[src/rtl/lsu_bus_ctrl_if.sv]
// Bus-side signal bundle of the LSU bus controller.
// master = controller, slave = memory/interconnect.
interface lsu_bus_ctrl_if;
  logic        bus_req;
  logic        bus_we;
  logic [31:0] bus_addr;
  logic [31:0] bus_wdata;
  logic [3:0]  bus_be;
  logic        bus_gnt;
  logic        bus_rvalid;
  logic [31:0] bus_rdata;

  modport master (
    output bus_req, bus_we, bus_addr, bus_wdata, bus_be,
    input  bus_gnt, bus_rvalid, bus_rdata
  );

  modport slave (
    input  bus_req, bus_we, bus_addr, bus_wdata, bus_be,
    output bus_gnt, bus_rvalid, bus_rdata
  );
endinterface

[src/rtl/lsu_bus_ctrl.sv]
// Load/store unit bus controller: IDLE/REQ/WAIT/RESP sequencer with lane steering and load extension.
// Optional access timeout is enabled by defining LSU_TIMEOUT_EN.
module lsu_bus_ctrl #(
  parameter int unsigned TIMEOUT_CYCLES = 32'd255
) (
  input  logic           clk,
  input  logic           reset,
  input  logic           req_valid,
  input  logic           req_we,
  input  logic [31:0]    req_addr,
  input  logic [31:0]    req_wdata,
  input  logic [2:0]     req_funct3,
  output logic           busy,
  output logic           rsp_valid,
  output logic [31:0]    rsp_rdata,
  output logic           rsp_err,
  lsu_bus_ctrl_if.master bus
);
  localparam logic [1:0] ST_IDLE = 2'd0;
  localparam logic [1:0] ST_REQ  = 2'd1;
  localparam logic [1:0] ST_WAIT = 2'd2;
  localparam logic [1:0] ST_RESP = 2'd3;

  function automatic logic size_illegal(input logic [2:0] f3, input logic we);
    size_illegal = (f3[1:0] == 2'b11) || (f3[2:1] == 2'b11) || (f3[2] && f3[0] && we);
  endfunction

  function automatic logic misaligned(input logic [2:0] f3, input logic [1:0] lo);
    misaligned = ((f3[1:0] == 2'b01) && lo[0]) || ((f3[1:0] == 2'b10) && (lo != 2'b00));
  endfunction

  function automatic logic [3:0] be_of(input logic [2:0] f3, input logic [1:0] lo);
    case (f3[1:0])
      2'b00:   be_of = 4'b0001 << lo;
      2'b01:   be_of = lo[1] ? 4'b1100 : 4'b0011;
      2'b10:   be_of = 4'b1111;
      default: be_of = 4'b0000;
    endcase
  endfunction

  function automatic logic [31:0] wdata_of(input logic [2:0] f3, input logic [31:0] d);
    case (f3[1:0])
      2'b00:   wdata_of = {4{d[7:0]}};
      2'b01:   wdata_of = {2{d[15:0]}};
      default: wdata_of = d;
    endcase
  endfunction

  function automatic logic [31:0] load_ext(input logic [31:0] d, input logic [1:0] lo,
                                           input logic [2:0] f3);
    logic [7:0]  b;
    logic [15:0] h;
    case (lo)
      2'd0:    b = d[7:0];
      2'd1:    b = d[15:8];
      2'd2:    b = d[23:16];
      default: b = d[31:24];
    endcase
    h = lo[1] ? d[31:16] : d[15:0];
    case (f3[1:0])
      2'b00:   load_ext = {{24{b[7] & ~f3[2]}}, b};
      2'b01:   load_ext = {{16{h[15] & ~f3[2]}}, h};
      2'b10:   load_ext = d;
      default: load_ext = 32'd0;
    endcase
  endfunction

  logic [1:0]  state_r, state_s;
  logic        bad_r, bad_s;
  logic [1:0]  lo_r, lo_s;
  logic [2:0]  f3_r, f3_s;
  logic        busy_r, busy_s;
  logic        rsp_valid_r, rsp_valid_s;
  logic [31:0] rsp_rdata_r, rsp_rdata_s;
  logic        rsp_err_r, rsp_err_s;
  logic        bus_req_r, bus_req_s;
  logic        bus_we_r, bus_we_s;
  logic [31:0] bus_addr_r, bus_addr_s;
  logic [31:0] bus_wdata_r, bus_wdata_s;
  logic [3:0]  bus_be_r, bus_be_s;
  logic        tmo_s;

`ifdef LSU_TIMEOUT_EN
  localparam logic [15:0] TMO_LAST = 16'(TIMEOUT_CYCLES - 32'd1);
  logic [15:0] cnt_r;

  assign tmo_s = ((state_r == ST_REQ) || (state_r == ST_WAIT)) && (cnt_r == TMO_LAST);

  // Access age counter: held at zero in IDLE so it starts from zero on entry to REQ.
  always_ff @(posedge clk) begin
    if (!reset) begin
      cnt_r <= 16'd0;
    end else if ((state_r == ST_REQ) || (state_r == ST_WAIT)) begin
      cnt_r <= cnt_r + 16'd1;
    end else begin
      cnt_r <= 16'd0;
    end
  end
`else
  assign tmo_s = 1'b0;
`endif

  // Next-state and next-output decode; rejected requests spend one bus-silent REQ cycle.
  always_comb begin
    state_s     = state_r;
    bad_s       = bad_r;
    lo_s        = lo_r;
    f3_s        = f3_r;
    bus_req_s   = bus_req_r;
    bus_we_s    = bus_we_r;
    bus_addr_s  = bus_addr_r;
    bus_wdata_s = bus_wdata_r;
    bus_be_s    = bus_be_r;
    rsp_valid_s = 1'b0;
    rsp_err_s   = 1'b0;
    rsp_rdata_s = 32'd0;
    case (state_r)
      ST_IDLE: begin
        if (req_valid) begin
          bad_s       = size_illegal(req_funct3, req_we) || misaligned(req_funct3, req_addr[1:0]);
          lo_s        = req_addr[1:0];
          f3_s        = req_funct3;
          bus_req_s   = ~bad_s;
          bus_we_s    = req_we;
          bus_addr_s  = {req_addr[31:2], 2'b00};
          bus_wdata_s = wdata_of(req_funct3, req_wdata);
          bus_be_s    = be_of(req_funct3, req_addr[1:0]);
          state_s     = ST_REQ;
        end else begin
          state_s = ST_IDLE;
        end
      end
      ST_REQ: begin
        if (bad_r || tmo_s) begin
          bus_req_s   = 1'b0;
          rsp_valid_s = 1'b1;
          rsp_err_s   = 1'b1;
          state_s     = ST_RESP;
        end else if (bus.bus_gnt) begin
          bus_req_s = 1'b0;
          state_s   = ST_WAIT;
        end else begin
          state_s = ST_REQ;
        end
      end
      ST_WAIT: begin
        if (tmo_s) begin
          rsp_valid_s = 1'b1;
          rsp_err_s   = 1'b1;
          state_s     = ST_RESP;
        end else if (bus.bus_rvalid) begin
          rsp_valid_s = 1'b1;
          rsp_rdata_s = bus_we_r ? 32'd0 : load_ext(bus.bus_rdata, lo_r, f3_r);
          state_s     = ST_RESP;
        end else begin
          state_s = ST_WAIT;
        end
      end
      ST_RESP: begin
        state_s = ST_IDLE;
      end
      default: begin
        bus_req_s = 1'b0;
        state_s   = ST_IDLE;
      end
    endcase
    busy_s = (state_s != ST_IDLE);
  end

  // State and output registers with synchronous active-low reset.
  always_ff @(posedge clk) begin
    if (!reset) begin
      state_r     <= ST_IDLE;
      bad_r       <= 1'b0;
      lo_r        <= 2'b00;
      f3_r        <= 3'b000;
      busy_r      <= 1'b0;
      rsp_valid_r <= 1'b0;
      rsp_rdata_r <= 32'd0;
      rsp_err_r   <= 1'b0;
      bus_req_r   <= 1'b0;
      bus_we_r    <= 1'b0;
      bus_addr_r  <= 32'd0;
      bus_wdata_r <= 32'd0;
      bus_be_r    <= 4'b0000;
    end else begin
      state_r     <= state_s;
      bad_r       <= bad_s;
      lo_r        <= lo_s;
      f3_r        <= f3_s;
      busy_r      <= busy_s;
      rsp_valid_r <= rsp_valid_s;
      rsp_rdata_r <= rsp_rdata_s;
      rsp_err_r   <= rsp_err_s;
      bus_req_r   <= bus_req_s;
      bus_we_r    <= bus_we_s;
      bus_addr_r  <= bus_addr_s;
      bus_wdata_r <= bus_wdata_s;
      bus_be_r    <= bus_be_s;
    end
  end

  assign busy          = busy_r;
  assign rsp_valid     = rsp_valid_r;
  assign rsp_rdata     = rsp_rdata_r;
  assign rsp_err       = rsp_err_r;
  assign bus.bus_req   = bus_req_r;
  assign bus.bus_we    = bus_we_r;
  assign bus.bus_addr  = bus_addr_r;
  assign bus.bus_wdata = bus_wdata_r;
  assign bus.bus_be    = bus_be_r;
endmodule

[src/flat_wrapper.sv]
// flat-port wrapper written by rule: the top's interface ports become plain ports
module lsu_bus_ctrl_flat 
#(
  parameter int unsigned TIMEOUT_CYCLES = 32'd255
)
  (clk, reset, req_valid, req_we, req_addr, req_wdata, req_funct3, busy, rsp_valid, rsp_rdata, rsp_err, bus_bus_req, bus_bus_we, bus_bus_addr, bus_bus_wdata, bus_bus_be, bus_bus_gnt, bus_bus_rvalid, bus_bus_rdata);
  lsu_bus_ctrl_if bus_i ();
  input  logic clk;
  input  logic reset;
  input  logic req_valid;
  input  logic req_we;
  input  logic [31:0] req_addr;
  input  logic [31:0] req_wdata;
  input  logic [2:0] req_funct3;
  output logic busy;
  output logic rsp_valid;
  output logic [31:0] rsp_rdata;
  output logic rsp_err;
  output wire logic [$bits(bus_i.bus_req)-1:0] bus_bus_req;
  output wire logic [$bits(bus_i.bus_we)-1:0] bus_bus_we;
  output wire logic [$bits(bus_i.bus_addr)-1:0] bus_bus_addr;
  output wire logic [$bits(bus_i.bus_wdata)-1:0] bus_bus_wdata;
  output wire logic [$bits(bus_i.bus_be)-1:0] bus_bus_be;
  input wire logic [$bits(bus_i.bus_gnt)-1:0] bus_bus_gnt;
  input wire logic [$bits(bus_i.bus_rvalid)-1:0] bus_bus_rvalid;
  input wire logic [$bits(bus_i.bus_rdata)-1:0] bus_bus_rdata;
  assign bus_bus_req = bus_i.bus_req;
  assign bus_bus_we = bus_i.bus_we;
  assign bus_bus_addr = bus_i.bus_addr;
  assign bus_bus_wdata = bus_i.bus_wdata;
  assign bus_bus_be = bus_i.bus_be;
  assign bus_i.bus_gnt = bus_bus_gnt;
  assign bus_i.bus_rvalid = bus_bus_rvalid;
  assign bus_i.bus_rdata = bus_bus_rdata;
  lsu_bus_ctrl #(.TIMEOUT_CYCLES(TIMEOUT_CYCLES)) u_core (.clk(clk), .reset(reset), .req_valid(req_valid), .req_we(req_we), .req_addr(req_addr), .req_wdata(req_wdata), .req_funct3(req_funct3), .busy(busy), .rsp_valid(rsp_valid), .rsp_rdata(rsp_rdata), .rsp_err(rsp_err), .bus(bus_i));
endmodule
[config.mk]
export PLATFORM = sky130hd
export DESIGN_NAME = lsu_bus_ctrl_flat
export DESIGN_NICKNAME = d
export VERILOG_FILES = /design/src/rtl/lsu_bus_ctrl_if.sv /design/src/rtl/lsu_bus_ctrl.sv /design/src/flat_wrapper.sv
export SDC_FILE = /design/constraint.sdc
export NUM_CORES = 1
export LEC_CHECK = 0
export ABC_AREA = 1
export CAP_MARGIN = 20
export CORE_MARGIN = 2
export CORE_UTILIZATION = 46
export CTS_CLUSTER_DIAMETER = 50
export CTS_CLUSTER_SIZE = 20
export DETAILED_ROUTE_END_ITERATION = 10
export PLACE_DENSITY = 0.9
export SYNTH_ARGS = -nofsm -noshare
export SYNTH_HDL_FRONTEND = slang
export SYNTH_SLANG_ARGS = --single-unit
export TNS_END_PERCENT = 10
[constraint.sdc]
create_clock -name clk -period 4.4 [get_ports clk]
set_input_delay 0.66 -clock clk [delete_from_list [all_inputs] [get_ports clk]]
set_output_delay 0.66 -clock clk [all_outputs]
set_load 0.02 [all_outputs]
Word-level counts from Yosys, hierarchy flattened
Cells that the tools add are included.

storage, ports and cells
  bits in registers = 111
  word-level logic and storage cells = 73

cells by class
  eq/ne operators = 13
  shift-type cells = 1
  mux-type cells = 20
  bitwise operators = 7
  reductions and logical operators = 19

operators by type and width
  operator                                                                number
  32-bit case mux with 3 select lines                                     1
  32-bit case mux with 2 select lines                                     1
  8-bit case mux with 3 select lines                                      1
  16-bit 2-to-1 mux                                                       1
  8-bit 2-to-1 mux                                                        2
  2-bit equality test (second input constant)                             7
  4-bit case mux with 3 select lines                                      1
  2-bit by 1-bit equality test with 1-bit output (second input constant)  4
  2-bit logical NOT                                                       4
  2-bit case mux with 4 select lines                                      1
  1-bit 2-to-1 mux                                                        7
  2-bit nonzero test                                                      3
  1-bit NOT                                                               5
  1-bit logical AND                                                       4
  1-bit logical OR                                                        4
  2-bit 2-to-1 mux                                                        2
  4-bit 2-to-1 mux                                                        1
  1-bit case mux with 2 select lines                                      2
  2-bit AND reduction                                                     2
  4-bit OR reduction                                                      1
  1-bit by 2-bit << shifter with 4-bit output (first input constant)      1
  3-bit by 2-bit != test with 1-bit output (second input constant)        1
  3-bit AND reduction                                                     1
  1-bit bitwise AND                                                       2
  2-bit != test (second input constant)                                   1

Depth between registers and ports, before layout
Gate-level depths: netlist (run 1).

  word-level depth = 7
  depth in mapped cells = 9
  gate-level depth less buffers = 9

Worst setup path before layout (run 1)
Ideal clock, no wire load.

  path type = input port to flip-flop
  from = in req_funct3[1]
  to = reg u_core.bad_r
  setup time = 116 ps
  arrival = 1417 ps
  required time = 4284 ps
  path slack = 2867 ps
  stages = 8
  cells stage by stage = buf_4 > inv_1 > buf_6 > nand2_1 > nand3_1 > nand3_1 > o211ai_1 > inv_1

between the ends
  longest elaborated chain between the ends = 4

RTL lines
  what                                                          line                                    source
  start, declared                                               flat_wrapper.sv:14                      input logic [2:0] req_funct3;
  2-bit equality test (tied with other cells)                   lsu_bus_ctrl.sv:25                      size_illegal = (f3[1:0] == 2'b11) || (f3[2:1] == 2'b11) || (f3[2] && f3[0] && we);
  1-bit logical OR / 1-bit logical AND (equally long branches)  lsu_bus_ctrl.sv:25, lsu_bus_ctrl.sv:29
  1-bit logical OR (on tied branches)                           lsu_bus_ctrl.sv:25, lsu_bus_ctrl.sv:29
  1-bit logical OR *                                            lsu_bus_ctrl.sv:120                     bad_s = size_illegal(req_funct3, req_we) || misaligned(req_funct3, req_addr[1:0]);
  end signal, assigned                                          lsu_bus_ctrl.sv:188                     bad_r <= bad_s;
  end, declared                                                 lsu_bus_ctrl.sv:69                      logic bad_r, bad_s;

Every way passes the cells marked *; elsewhere a longest branch is shown, timed or not.
A chain may end at the register's enable or synchronous reset.

Worst setup path after layout (run 1)
  from = in req_funct3[1]
  to = reg u_core.bus_wdata_r[22] (netlist: u_core.bus.bus_wdata[22])

between the ends
  longest elaborated chain between the ends = 2

RTL lines
  what                                                                                        line                 source
  2-bit by 1-bit equality test with 1-bit output / 2-bit logical NOT (equally long branches)  lsu_bus_ctrl.sv:42   case (f3[1:0])
  32-bit case mux with 2 select lines *                                                       lsu_bus_ctrl.sv:42
  end signal, assigned                                                                        lsu_bus_ctrl.sv:198  bus_wdata_r <= bus_wdata_s;
  end, declared                                                                               lsu_bus_ctrl.sv:79   logic [31:0] bus_wdata_r, bus_wdata_s;

Marked as above.

==> results by group, run 1 <==
Status
  – Run status: completed

Clock tree
  – Worst skew pair latency: 0.37 ns
  – Clock sinks: 111
  – # H-tree levels: 3
  – Setup Buffers After CTS: 0
  – CTS tree: done
  – Gates resized, CTS repair: 0
  – Root Buffer Master: clkbuf_8
  – CTS buffer count: 9
  – CTS Hold Bufs: 0
  – Clock buffer depth: 2
  – Clk slew on worst S/H paths: 0.12 ns

Placement
  – IO Port Bufs: 207
  – Placed Area: 6940 um2
  – Final HPWL DP: 10,200 um
  – GPL Wtd Cong: 0.873

Final layout
  – Final Cell Area: 7130 um2
  – Post-layout net count: 967
  – Core Util, Final: 68.7%
  – Multi-input logic area: 2170 um2
  – Diodes inserted: 0
  – FF/Latch Area: 2220 um2
  – Commonest cells after routing, fill and taps aside: clkdlybuf4s50_1, nand2_1, dfxtp_1, nor2_1, inv_1
  – Most common cell after layout, fill and taps aside: clkdlybuf4s50_1
  – Layout cell share with drive strength beyond 1: 6.48%
  – Fillers: 866
  – Layout area overhead: 44.6%

GRT
  – GRT Residual Overflow: 0
  – First-pass GRT wire length: 22,100 um
  – Largest net degree at the start of global routing: 79
  – Tot GR Track Use: 24.0%
  – Initial antenna violation count: 0
  – Vias in the first global route: 4,594

Yosys
  – Async S/R FF share, synth: 0%
  – Synth area leader: dfxtp_1
  – Synth Cell Area: 4930 um2
  – Flops & latches, synth: 111
  – Number of flops mapped to enable cells by yosys: 0
  – Synth warn: 0
  – Sequential share of the synthesized area: 45.1%
  – Synth cell types: 28
  – Synth Instances: 680
  – Syn_area_per_cell: 7.25 um2
  – Ys flop type: dfxtp_1
  – Largest cells by area after synthesis: dfxtp_1, nand2_1, nor2_1, o21ai_0, a21oi_1
  – Top cell type's share of synthesized area: 45.1%

STA
  – Pins Over Slew Limit: 0
  – Fmax: 393 MHz
  – Clk_skew: 0.0121 ns
  – Fin crit share: 57.8%
  – Setup TNS Final: 0 ns
  – RSZ-0062 raised after global routing: no
  – Worst Hold Slack: 0.468 ns
  – Tightest Pin Transition: 0.968 ns
  – Hold Fails Final Rpt: 0
  – Rel. slew slack: 35.4%
  – Final min period: 2.54 ns
  – Final setup fails: 0

Power
  – Total power: 2.26 mW
  – Worst VDD drop: 0.190 mV
  – PD cells: 317 nW/um2
  – Leakage power total: 2.96 nW

Die
  – Die Y-Extent: 108 um
  – Core area: 10,400 um2
  – Row Count: 37
  – Die area: 11,600 um2
  – # IOs: 210
  – Starting Density: 47.6%
  – Die Span X: 108 um

Critical path
  – Flop2flop setup slack: 2.30 ns
  – Crit Path Category: in2reg
  – Setup crit start kind: primary input
  – Critical Path RT: 4.70 ns
  – Slowest CP cell: clkdlybuf4s50_1
  – Buffers and inverters on the worst path: 2
  – Worst path cell trace: clkdlybuf4s50_1, inv_1, nor2_1, o22ai_1, a21oi_1
  – CP delay by family, top: buffers and inverters
  – Crit path capture type: flip-flop
  – Worst reg-to-reg path cell count: 9
  – Maximum fanout along the worst path: 12
  – R2r endpoint: u_core.bad_r$_SDFFE_PN0P_
  – Critical Path Max Stage Delay: 0.76 ns
  – CP arrival: 2.85 ns
  – FF-to-FF Start: u_core.state_r[0]$_SDFF_PN0_

Flow run
  – # Max-Cap Violations: 0

Hold path
  – Hold path startpoint: u_core.bus.bus_be[2]$_SDFFE_PN0P_
  – Hold Crit Depth: 2
  – Hold path endpoint: u_core.bus.bus_be[2]$_SDFFE_PN0P_
  – Worst min path class: reg2reg

Routing
  – Drt first pass iters: 7
  – Via count: 5,029
  – Vias per cell: 5.03
  – Final ANT Viol Nets: 0
  – Remaining DRCs: 0
  – Final wirelength: 14,200 um
  – DR iter-0 viols: 243
  – Wire per inst: 14.2 um
-- state kept, by name (all words and copies together) (netlist names), 2 cells and up --
name	flops
u_core.bus.bus_wdata	32
u_core.rsp_rdata	32
u_core.bus.bus_addr	30
u_core.bus.bus_be	4
u_core.f3_r	3
u_core.lo_r	2
u_core.state_r	2
-- per-layer routing --
| layer | vias to the layer above | global-route usage [%] | share of wire [%] |
|---|---|---|---|
| li1 | 2511 | - | - |
| met1 | 2262 | 29.5 | 41 |
| met2 | 230 | 40.2 | 47 |
| met3 | 26 | 6.90 | 9.5 |
| met4 | 0 | 8.24 | 2.2 |
| met5 | - | 0 | 0 |
-- per-stage QoR --
stage | instances | setup slack, ns
after detailed placement | 984 | 1.55
after global routing | 1000 | 1.74
after CTS | 1000 | 1.93
final | 1000 | 1.86
after global placement | 984 | 1.64
after floorplan | 681 | 2.87
-- power breakdown --
group          leakage, nW  internal (mW)  switching [mW]
logic                 1.96          0.253           0.305
clock network       0.0940          0.219           0.374
registers            0.911           1.06          0.0420
-- cells in the mapped netlist (all sizes together), types with 2 or more instances --
master and instances:
a31oi 5, inv 77, o22ai 8, a21oi 73
nor3 2, nand3 26, clkbuf 11, o21ai 61
dfxtp 111, nand2 148, a22oi 6, o211ai 9
buf 31, nor2 105, ha 3
-- layout make-up --
| cell class | instances | share of cell area [%] |
|---|---|---|
| inverter | 77 | 4.05 |
| tap | 136 | 2.39 |
| clock inverter | 7 | 0.860 |
| multi-input combinational | 451 | 30.5 |
| sequential | 111 | 31.2 |
| timing repair buffer | 209 | 29.3 |
| clock buffer | 9 | 1.74 |
-- worst reg2reg max path, stage by stage, from the launching register on --
cell and delay (ns):
dfxtp_1 0.33, inv_1 0.10, ha_1 0.23, nand2_2 0.10, inv_2 0.70, nand2_1 0.19
nand2_1 0.14, nand3_1 0.07, o211ai_1 0.08, inv_1 0.05
-- logic make-up (layout without fill, tap and decap cells) --
kind of cell	count (synthesis)	in the layout	synth area share, %
simple gates	282	282	23.8
fa+ha+maj	3	3	0.761
buf+inv	119	302	11.0
compound gates	164	164	19.4
other cells	1	2	0.0760
flops	111	111	45.1
-- worst max path at each step --
stage	cells past startpoint	to	startpoint	slack, ns
4_1_cts	5	u_core.bus.bus_wdata[22]$_SDFFE_PN0P_	req_funct3[1]	1.93
5_1_grt	5	u_core.bus.bus_wdata[20]$_SDFFE_PN0P_	req_funct3[1]	1.74
2_1_floorplan	8	u_core.bad_r$_SDFFE_PN0P_	req_funct3[1]	2.87
6_report	5	u_core.bus.bus_wdata[22]$_SDFFE_PN0P_	req_funct3[1]	1.86
3_5_place_dp	5	u_core.bus.bus_wdata[22]$_SDFFE_PN0P_	req_funct3[1]	1.55
3_3_place_gp	5	u_core.bus.bus_wdata[19]$_SDFFE_PN0P_	req_funct3[1]	1.64
No activity file was read; power rests on OpenSTA's default activity.
==> run 2, diff against run 1 <==
--- a/config.mk
+++ b/config.mk
@@ -8,11 +8,11 @@
 export ABC_AREA = 1
 export CAP_MARGIN = 20
 export CORE_MARGIN = 2
-export CORE_UTILIZATION = 46
+export CORE_UTILIZATION = 43
 export CTS_CLUSTER_DIAMETER = 50
 export CTS_CLUSTER_SIZE = 20
 export DETAILED_ROUTE_END_ITERATION = 10
-export PLACE_DENSITY = 0.9
+export PLACE_DENSITY = 0.85
 export SYNTH_ARGS = -nofsm -noshare
 export SYNTH_HDL_FRONTEND = slang
 export SYNTH_SLANG_ARGS = --single-unit
==> constraint.sdc (replaced) <==
create_clock -name clk -period 2.4 [get_ports clk]
set_input_delay 0.36 -clock clk [delete_from_list [all_inputs] [get_ports clk]]
set_output_delay 0.36 -clock clk [all_outputs]
set_load 0.02 [all_outputs]
==> results by group, run 2 (same netlist as run 1, synthesis figures left out) <==
Status
  – Run status: completed (unchanged)

GRT
  – First-pass GRT wire length: 23,600 um (was 22,100 um)
  – Vias in the first global route: 4,738 (was 4,594)
  – Initial antenna violation count: 0 (unchanged)
  – Tot GR Track Use: 23.7% (was 24.0%)
  – Largest net degree at the start of global routing: 64 (was 79)
  – GRT Residual Overflow: 0 (unchanged)

Placement
  – Place WS: 0.362 ns (was 1.55 ns)
  – IO Port Bufs: 207 (unchanged)
  – Dpl cells: 998 (was 984)
  – GPL Wtd Cong: 0.881 (was 0.873)
  – Final HPWL DP: 10,600 um (was 10,200 um)

STA
  – Setup TNS Final: 0 ns (unchanged)
  – RSZ-0062 raised after global routing: no (unchanged)
  – Final min period: 1.87 ns
  – Worst Hold Slack: 0.468 ns (about the same)
  – Rel. slew slack: 53.3% (was 35.4%)
  – Fmax: 535 MHz
  – Final setup fails: 0 (unchanged)
  – Tightest Pin Transition: 0.700 ns (was 0.968 ns)
  – Fin crit share: 77.9%
  – Hold Fails Final Rpt: 0 (unchanged)
  – Clk_skew: 0.00664 ns (was 0.0121 ns)
  – Pins Over Slew Limit: 0 (unchanged)
  – Setup ws final: 0.531 ns (was 1.86 ns)

Power
  – Sw frac: 28.2% (was 31.9%)
  – Leakage power total: 3.07 nW (was 2.96 nW)
  – Psw: 1.33 mW (was 0.721 mW)
  – PD cells: 642 nW/um2 (was 317 nW/um2)
  – Clock Power Share: 34.9% (was 26.2%)
  – Seq pwr share: 43.0% (was 49.0%)
  – Combinational share of power: 22.1% (was 24.7%)
  – Worst VDD drop: 0.653 mV (was 0.190 mV)
  – Internal power: 3.38 mW (was 1.54 mW)
  – Total power: 4.71 mW (was 2.26 mW)

Critical path
  – Flop2flop setup slack: 0.53 ns (was 2.30 ns)
  – Maximum fanout along the worst path: 28 (was 12)
  – Crit Path Category: reg2reg (was in2reg)
  – R2r endpoint: u_core.bus.bus_addr[11]$_SDFFE_PN0P_ (was u_core.bad_r$_SDFFE_PN0P_)
  – Critical Path RT: 2.68 ns (was 4.70 ns)
  – Worst reg-to-reg path cell count: 7 (was 9)
  – FF-to-FF Start: u_core.state_r[0]$_SDFF_PN0_ (unchanged)
  – CP arrival: 2.15 ns (was 2.85 ns)
  – Setup crit start kind: flip-flop (was primary input)
  – Crit path capture type: flip-flop (unchanged)

Clock tree
  – Clk slew on worst S/H paths: 0.08 ns (was 0.12 ns)
  – CTS Hold Bufs: 0 (unchanged)
  – Clock sinks: 111 (unchanged)
  – Clock buffer depth: 2 (unchanged)
  – Gates resized, CTS repair: 0 (unchanged)
  – CTS buffer count: 9 (unchanged)
  – Worst skew pair latency: 0.35 ns (was 0.37 ns)
  – CTS tree: done (unchanged)
  – Root Buffer Master: clkbuf_16 (was clkbuf_8)
  – Setup Buffers After CTS: 0 (unchanged)
  – # H-tree levels: 3 (unchanged)

Die
  – Die Span X: 111 um (was 108 um)
  – Core area: 11,300 um2 (was 10,400 um2)
  – Die Y-Extent: 111 um (was 108 um)
  – # IOs: 210 (unchanged)
  – Die area: 12,300 um2 (was 11,600 um2)
  – Row Count: 39 (was 37)
  – Starting Density: 43.6% (was 47.6%)

Hold path
  – Hold Crit Depth: 2 (unchanged)
  – Worst min path class: reg2reg (unchanged)
  – Hold path endpoint: u_core.bus.bus_wdata[21]$_SDFFE_PN0P_ (was u_core.bus.bus_be[2]$_SDFFE_PN0P_)
  – Hold path startpoint: u_core.bus.bus_wdata[21]$_SDFFE_PN0P_ (was u_core.bus.bus_be[2]$_SDFFE_PN0P_)

Routing
  – DR iter-0 viols: 295 (was 243)
  – Via count: 5,051 (was 5,029)
  – Remaining DRCs: 0 (unchanged)
  – Vias per cell: 4.98 (was 5.03)
  – Final ANT Viol Nets: 0 (unchanged)
  – Final wirelength: 14,700 um (was 14,200 um)
  – Wire per inst: 14.5 um (was 14.2 um)
  – Drt first pass iters: 5 (was 7)

Final layout
  – Non-filler cells, final: 1,014 (was 1,000)
  – Layout area overhead: 49.0% (was 44.6%)
  – Layout cell share with drive strength beyond 1: 7.12% (was 6.48%)
  – Post-layout net count: 974 (was 967)
  – Commonest cells after routing, fill and taps aside: clkdlybuf4s50_1, nand2_1, dfxtp_1, nor2_1, inv_1 (unchanged)
  – Most common cell after layout, fill and taps aside: clkdlybuf4s50_1 (unchanged)
  – Diodes inserted: 0 (unchanged)

Flow run
  – # Max-Cap Violations: 0 (unchanged)
run 2: cell types whose count changed in the layout (fill, tap and decap cells not counted), sizes merged:
cell	delta
buf	+7
bufinv	+2
clkbuf	+2
clkinv	-1
clkinvlp	-1
inv	-2
run 2: critical path, cell delays in order (launching register included):
cell and delay, ns:
dfxtp_1 0.32, inv_1 0.11, ha_1 0.22, nand2_2 0.25, inv_2 0.34, buf_4 0.35, nor2_1 0.07, nor2_1 0.13
run 2: how the worst max path moves through the flow:
stage / start / end / depth (start not counted)
6_report: u_core.state_r[0]$_SDFF_PN0_ / u_core.bus.bus_addr[11]$_SDFFE_PN0P_ / 7
3_5_place_dp: req_valid / u_core.bus.bus_addr[15]$_SDFFE_PN0P_ / 6
2_1_floorplan: u_core.state_r[0]$_SDFF_PN0_ / u_core.bus.bus_addr[10]$_SDFFE_PN0P_ / 8
4_1_cts: u_core.state_r[0]$_SDFF_PN0_ / u_core.bus.bus_addr[11]$_SDFFE_PN0P_ / 7
5_1_grt: u_core.state_r[0]$_SDFF_PN0_ / u_core.bus.bus_addr[30]$_SDFFE_PN0P_ / 7
3_3_place_gp: req_valid / u_core.bus.bus_addr[24]$_SDFFE_PN0P_ / 6
run 2: stage by stage:
stage	util, %	instance area (um2)
6_report	64.9	7350
5_1_grt	64.9	7350
4_1_cts	64.9	7350
3_5_place_dp	62.0	7020
3_3_place_gp	62.0	7020
2_1_floorplan	-	4930
run 2: routing by layer:
layer | up-vias | track usage [%] | routed length [um]
met4 | 0 | 5.84 | 152
li1 | 2535 | - | -
met5 | - | 0 | 0
met2 | 222 | 40.7 | 7170
met1 | 2280 | 27.4 | 5920
met3 | 14 | 9.84 | 1480
run 2: area by class of cell:
cell class | instances | area [um2]
inverters | 77 | 289
multi-input cells | 451 | 2170
fillers | 988 | 3980
well taps | 143 | 179
flip-flops and latches | 111 | 2220
clock inverters | 5 | 86.3
clock buffers | 11 | 243
repair buffers | 216 | 2150
run 2: power groups by stage:
stage	clock (mW)	sequential, mW	combinational (mW)
6_report	1.65	2.02	1.04
5_1_grt	1.75	2.04	1.14
3_5_place_dp	0	2.06	1.04
4_1_cts	1.68	2.02	1.05
3_3_place_gp	0	2.06	1.03
2_1_floorplan	0	2.17	0.461
==> run 3, diff against run 2 <==
==> constraint.sdc (replaced) <==
create_clock -name clk -period 1.9 [get_ports clk]
set_input_delay 0.285 -clock clk [delete_from_list [all_inputs] [get_ports clk]]
set_output_delay 0.285 -clock clk [all_outputs]
set_load 0.02 [all_outputs]
==> results by group, run 3 (same netlist as run 1, synthesis figures left out) <==
Clock tree
  – Clock buffer depth: 2 (unchanged)
  – # H-tree levels: 3 (unchanged)
  – CTS buffer count: 9 (unchanged)
  – Clock sinks: 111 (unchanged)
  – CTS Hold Bufs: 0 (unchanged)
  – Root Buffer Master: clkbuf_16 (unchanged)
  – Clk slew on worst S/H paths: 0.08 ns (about the same)
  – Worst skew pair latency: 0.36 ns (was 0.35 ns)
  – CTS tree: done (unchanged)
  – Setup Buffers After CTS: 0 (unchanged)
  – Gates resized, CTS repair: 0 (unchanged)

STA
  – Tightest Pin Transition: 0.704 ns (was 0.700 ns)
  – Fin crit share: 88.7%
  – Fmax: 593 MHz
  – Pins Over Slew Limit: 0 (unchanged)
  – Setup TNS Final: 0 ns (unchanged)
  – RSZ-0062 raised after global routing: no (unchanged)
  – Final min period: 1.69 ns
  – Final setup fails: 0 (unchanged)
  – Clk_skew: 0.0108 ns (was 0.00664 ns)
  – Setup ws final: 0.214 ns (was 0.531 ns)
  – Rel. slew slack: 53.0% (was 53.3%)
  – Worst Hold Slack: 0.464 ns (was 0.468 ns)
  – Hold Fails Final Rpt: 0 (unchanged)

Routing
  – Final ANT Viol Nets: 0 (unchanged)
  – Drt first pass iters: 5 (unchanged)
  – Remaining DRCs: 0 (unchanged)
  – DR iter-0 viols: 248 (was 295)
  – Via count: 5,032 (was 5,051)
  – Wire per inst: 14.3 um (was 14.5 um)
  – Final wirelength: 14,600 um (was 14,700 um)
  – Vias per cell: 4.91 (was 4.98)

Placement
  – Place WS: 0.142 ns (was 0.362 ns)
  – Placed Area: 7120 um2 (was 7020 um2)
  – Final HPWL DP: 10,800 um (was 10,600 um)
  – GPL Wtd Cong: 0.842 (was 0.881)
  – IO Port Bufs: 207 (unchanged)
  – Dpl cells: 1,008 (was 998)

Die
  – # IOs: 210 (unchanged)
  – Die Y-Extent: 111 um (unchanged)
  – Die area: 12,300 um2 (unchanged)
  – Row Count: 39 (unchanged)
  – Starting Density: 43.6% (unchanged)
  – Die Span X: 111 um (unchanged)
  – Core area: 11,300 um2 (unchanged)

Critical path
  – Setup crit start kind: flip-flop (unchanged)
  – Worst path cell trace: clkdlybuf4s50_1 (was inv_1, ha_1, nand2_2, inv_2, buf_4, nor2_1, nor2_1)
  – Maximum fanout along the worst path: 3 (was 28)
  – Critical path endpoint: bus_bus_we (was u_core.bus.bus_addr[11]$_SDFFE_PN0P_)
  – Flop2flop setup slack: 0.31 ns (was 0.53 ns)
  – R2r endpoint: u_core.bus.bus_addr[16]$_SDFFE_PN0P_ (was u_core.bus.bus_addr[11]$_SDFFE_PN0P_)
  – Critical Path RT: 1.62 ns (was 2.68 ns)
  – Crit Path Category: reg2out (was reg2reg)
  – Buffers and inverters on the worst path: 1 (was 3)
  – Worst reg-to-reg path cell count: 7 (unchanged)
  – CP arrival: 1.40 ns (was 2.15 ns)
  – Launch point of the critical path: u_core.bus.bus_we$_SDFFE_PN0P_ (was u_core.state_r[0]$_SDFF_PN0_)
  – Crit path capture type: primary output (was flip-flop)
  – WP depth: 1 (was 7)
  – FF-to-FF Start: u_core.state_r[0]$_SDFF_PN0_ (unchanged)
  – Slowest CP cell: clkdlybuf4s50_1 (was buf_4)
  – CP delay by family, top: buffers and inverters (unchanged)
  – Critical Path Max Stage Delay: 0.65 ns (was 0.35 ns)

Hold path
  – Worst min path class: reg2reg (unchanged)

Final layout
  – Layout area overhead: 50.4% (was 49.0%)
  – Final Cell Area: 7420 um2 (was 7350 um2)
  – Commonest cells after routing, fill and taps aside: clkdlybuf4s50_1, nand2_1, dfxtp_1, nor2_1, inv_1 (unchanged)
  – Fillers: 1,006 (was 988)
  – Most common cell after layout, fill and taps aside: clkdlybuf4s50_1 (unchanged)
  – Core Util, Final: 65.5% (was 64.9%)
  – Diodes inserted: 0 (unchanged)
  – Non-filler cells, final: 1,024 (was 1,014)
  – Layout cell share with drive strength beyond 1: 8.29% (was 7.12%)
  – Post-layout net count: 984 (was 974)

Power
  – Worst VDD drop: 0.473 mV (was 0.653 mV)
  – Leakage power total: 3.11 nW (was 3.07 nW)
  – Total power: 5.81 mW (was 4.71 mW)
  – PD cells: 783 nW/um2 (was 642 nW/um2)

GRT
  – Vias in the first global route: 4,862 (was 4,738)
  – Initial antenna violation count: 0 (unchanged)
  – First-pass GRT wire length: 23,300 um (was 23,600 um)
  – Tot GR Track Use: 23.2% (was 23.7%)
  – GRT Residual Overflow: 0 (unchanged)
  – Largest net degree at the start of global routing: 49 (was 64)

Flow run
  – # Max-Cap Violations: 0 (unchanged)

Status
  – Run status: completed (unchanged)
## run 3: worst min path at each step
stage / startpoint / endpoint / depth (start not counted) / slack [ns]
2_1_floorplan: req_wdata[11] / u_core.bus.bus_wdata[27]$_SDFFE_PN0P_ / 2 / 0.44
3_3_place_gp: u_core.bus.bus_wdata[19]$_SDFFE_PN0P_ / u_core.bus.bus_wdata[19]$_SDFFE_PN0P_ / 2 / 0.45
3_5_place_dp: u_core.bus.bus_wdata[6]$_SDFFE_PN0P_ / u_core.bus.bus_wdata[6]$_SDFFE_PN0P_ / 2 / 0.45
4_1_cts: u_core.bus.bus_wdata[6]$_SDFFE_PN0P_ / u_core.bus.bus_wdata[6]$_SDFFE_PN0P_ / 2 / 0.47
5_1_grt: u_core.bus.bus_wdata[6]$_SDFFE_PN0P_ / u_core.bus.bus_wdata[6]$_SDFFE_PN0P_ / 2 / 0.48
6_report: u_core.bus.bus_wdata[23]$_SDFFE_PN0P_ / u_core.bus.bus_wdata[23]$_SDFFE_PN0P_ / 2 / 0.46
## run 3: tightest hold or removal path: cells and delay by family (launching register included)
kind / cells / cell delay, ns
AO/OA/AOI/OAI: 1 / 0.05
flip-flops: 1 / 0.31
AND/OR/NAND/NOR: 1 / 0.06
## run 3: layout make-up
class,count,area [um2],share of cell area [%]
Clock inverter,7,75.1,1.01
Timing Repair Buffer,226,2250,30.4
Multi-Input combinational cell,451,2170,29.3
Tap cell,143,179,2.41
Sequential cell,111,2220,30.0
Inverter,77,289,3.90
Clock buffer,9,225,3.04
## run 3: power by group
part / total, mW / internal (mW) / switching [mW] / leakage (nW)
registers: 2.55 / 2.47 / 0.0856 / 0.911
logic: 1.36 / 0.630 / 0.727 / 2.05
clock network: 1.90 / 0.935 / 0.967 / 0.144
## run 3: routing by layer
metal  GRT usage [%]  wire [um]  up-vias
met1            26.7       5880     2226
met3            8.64       1530       22
met2            40.0       6930      223
met5               0          0        -
li1                -          -     2561
met4            7.82        281        0
==> variant (flow settings as in run 1) <==
`bus_wdata_r` no longer has a reset.
--- a/src/rtl/lsu_bus_ctrl.sv
+++ b/src/rtl/lsu_bus_ctrl.sv
@@ -182,5 +182,4 @@
       bus_we_r    <= 1'b0;
       bus_addr_r  <= 32'd0;
-      bus_wdata_r <= 32'd0;
       bus_be_r    <= 4'b0000;
     end else begin
@@ -196,7 +195,10 @@
       bus_we_r    <= bus_we_s;
       bus_addr_r  <= bus_addr_s;
-      bus_wdata_r <= bus_wdata_s;
       bus_be_r    <= bus_be_s;
     end
+  end
+
+  always_ff @(posedge clk) begin
+    bus_wdata_r <= bus_wdata_s;
   end
 
Function: changed (a bounded check fails within 4 cycles, from zero or initial values and one cycle with reset low).
==> variant against run 1 <==
- cell area decreased by 0.65%
- count of clock-buffer cells in the layout grew 3
- power is 0.52% higher
- sequential cell count unchanged
- routed wire length decreased by 4.0%
- sequential power grew 4%
- area after synthesis down 2.5%
- worst setup slack gained 0.34 ns
- critical path type unchanged
- largest cell class unchanged
==> variant: results (changes against run 1) <==
Run status: completed (unchanged). The gate count of the mapped netlist is 589 (was 680). The slack of the worst reg-to-reg path is 2.24 ns (was 2.30 ns). The global-route usage over all layers came to 24.5% (was 24.0%). The number of iterations in the first detailed-routing pass is 5 (was 7).

The met2 track demand over resource in global routing was 44.0% (was 40.2%). The minimum hold slack came out at 0.472 ns (was 0.468 ns). The weighted congestion at the end of routability-driven global placement came out at 0.849 (was 0.873). The maximum fanout encountered on the critical timing path came out at 52 (was 12). The number of cells after detailed placement was 906 (was 984).

The met1 wire length came out at 5.19 mm (was 5.84 mm). The met1 global-route usage was 27.9% (was 29.5%). The number of vias per cell after detailed routing came out at 4.98 (was 5.03).

The wire length on met3 is 1.05 mm (was 1.35 mm). The cell area after placement came out at 6880 um2 (was 6940 um2). The worst slack at placement is 1.74 ns (was 1.55 ns).

The post-synthesis adder-cell area fraction came out at 0.781% (was 0.761%). Top cells by count, synth: 165 x sky130_fd_sc_hd__nand2_1, 85 x sky130_fd_sc_hd__nor2_1, 79 x sky130_fd_sc_hd__dfxtp_1 (was 147 x sky130_fd_sc_hd__nand2_1, 111 x sky130_fd_sc_hd__dfxtp_1, 100 x sky130_fd_sc_hd__nor2_1). The net count reported at finish came out at 890 (was 967).

The fmax came out at 0.454 GHz (was 0.393 GHz). The count of routing violations after the opening detailed-route iteration is 304 (was 243). The wire length reported by the detailed router is 13.6 mm (was 14.2 mm).

The post-layout instance count excluding filler cells came out at 923 (was 1,000). Cells taking the most area after synthesis: sky130_fd_sc_hd__dfxtp_1 33%, sky130_fd_sc_hd__edfxtp_1 20%, sky130_fd_sc_hd__nand2_1 13% (was sky130_fd_sc_hd__dfxtp_1 45%, sky130_fd_sc_hd__nand2_1 11%, sky130_fd_sc_hd__nor2_1 7.6%). The total half-perimeter wirelength after legalization and detailed placement came out at 10.2 mm (about the same). The pin count of the biggest net entering global routing came out at 53 (was 79). The final core utilization is 69.2% (was 68.7%). The via count of the first global-routing pass is 4,574 (was 4,594). The data arrival time of the worst path came out at 2.25 ns (was 2.85 ns). The transition time at the pin with the least slew margin came to 0.905 ns (was 0.968 ns).

The post-synthesis cell type count is 29 (was 28). The routed wire length on met2 came out at 6.97 mm (was 6.67 mm). The worst clock skew came out at 0.0120 ns (was 0.0121 ns). The sequential element share of the synthesized area is 52.9% (was 45.1%). The depth of the most critical reg-to-reg path is 5 (was 9).

The leakage power came out at 2.90 nW (was 2.96 nW). The share of the synthesized area in compound gates (AO/OA/AOI/OAI) is 14.1% (was 19.4%). The count of flip-flops with a built-in enable after synthesis came out at 32 (was 0). The met3 usage is 6.19% (was 6.90%).
## variant: cell count changes after synthesis, sizes merged, moves of 2 or more
cell and delta:
dfxtp -32, a211oi +2, inv -26, nand3 -3, o21ai -9, edfxtp +32
o22ai -8, nand2 +20, nor2 -17, a21oi -31, a31oi -5, buf -8
clkbuf -3
## variant: kinds of logic (layout without fill, tap and decap cells)
kind of cell    Yosys count  in the layout
other cells               1              2
fa+ha+maj                 3              3
flops                   111            111
buf+inv                  83            280
simple gates            281            281
compound gates          110            110
## variant: worst paths after layout
path | startpoint | end
max | req_valid | u_core.bus.bus_wdata[15]$_DFFE_PP_
min | u_core.bus.bus_be[0]$_SDFFE_PN0P_ | u_core.bus.bus_be[0]$_SDFFE_PN0P_
max reg2reg | u_core.state_r[0]$_SDFF_PN0_ | u_core.bus.bus_wdata[15]$_DFFE_PP_
min reg2reg | u_core.bus.bus_be[0]$_SDFFE_PN0P_ | u_core.bus.bus_be[0]$_SDFFE_PN0P_
## variant: worst max-delay path: stages
cell,delay [ns]
sky130_fd_sc_hd__clkdlybuf4s50_1,0.45
sky130_fd_sc_hd__nand2_1,0.07
sky130_fd_sc_hd__inv_2,0.66
sky130_fd_sc_hd__buf_4,0.39
## variant: layout make-up
cell class                 count  area, um2
clock buffer                  12        166
clock inverter                 4       27.5
fill                         837       3150
inverter                      52        196
multi-input combinational    396       1870
sequential                   111       2540
tap                          136        170
timing repair buffer         212       2110
## variant: power by group
part | switching [mW] | leakage [nW] | internal, mW
Combinational | 0.292 | 1.84 | 0.240
Clock | 0.329 | 0.0980 | 0.257
Sequential | 0.0338 | 0.956 | 1.12
Total | 0.655 | 2.90 | 1.61
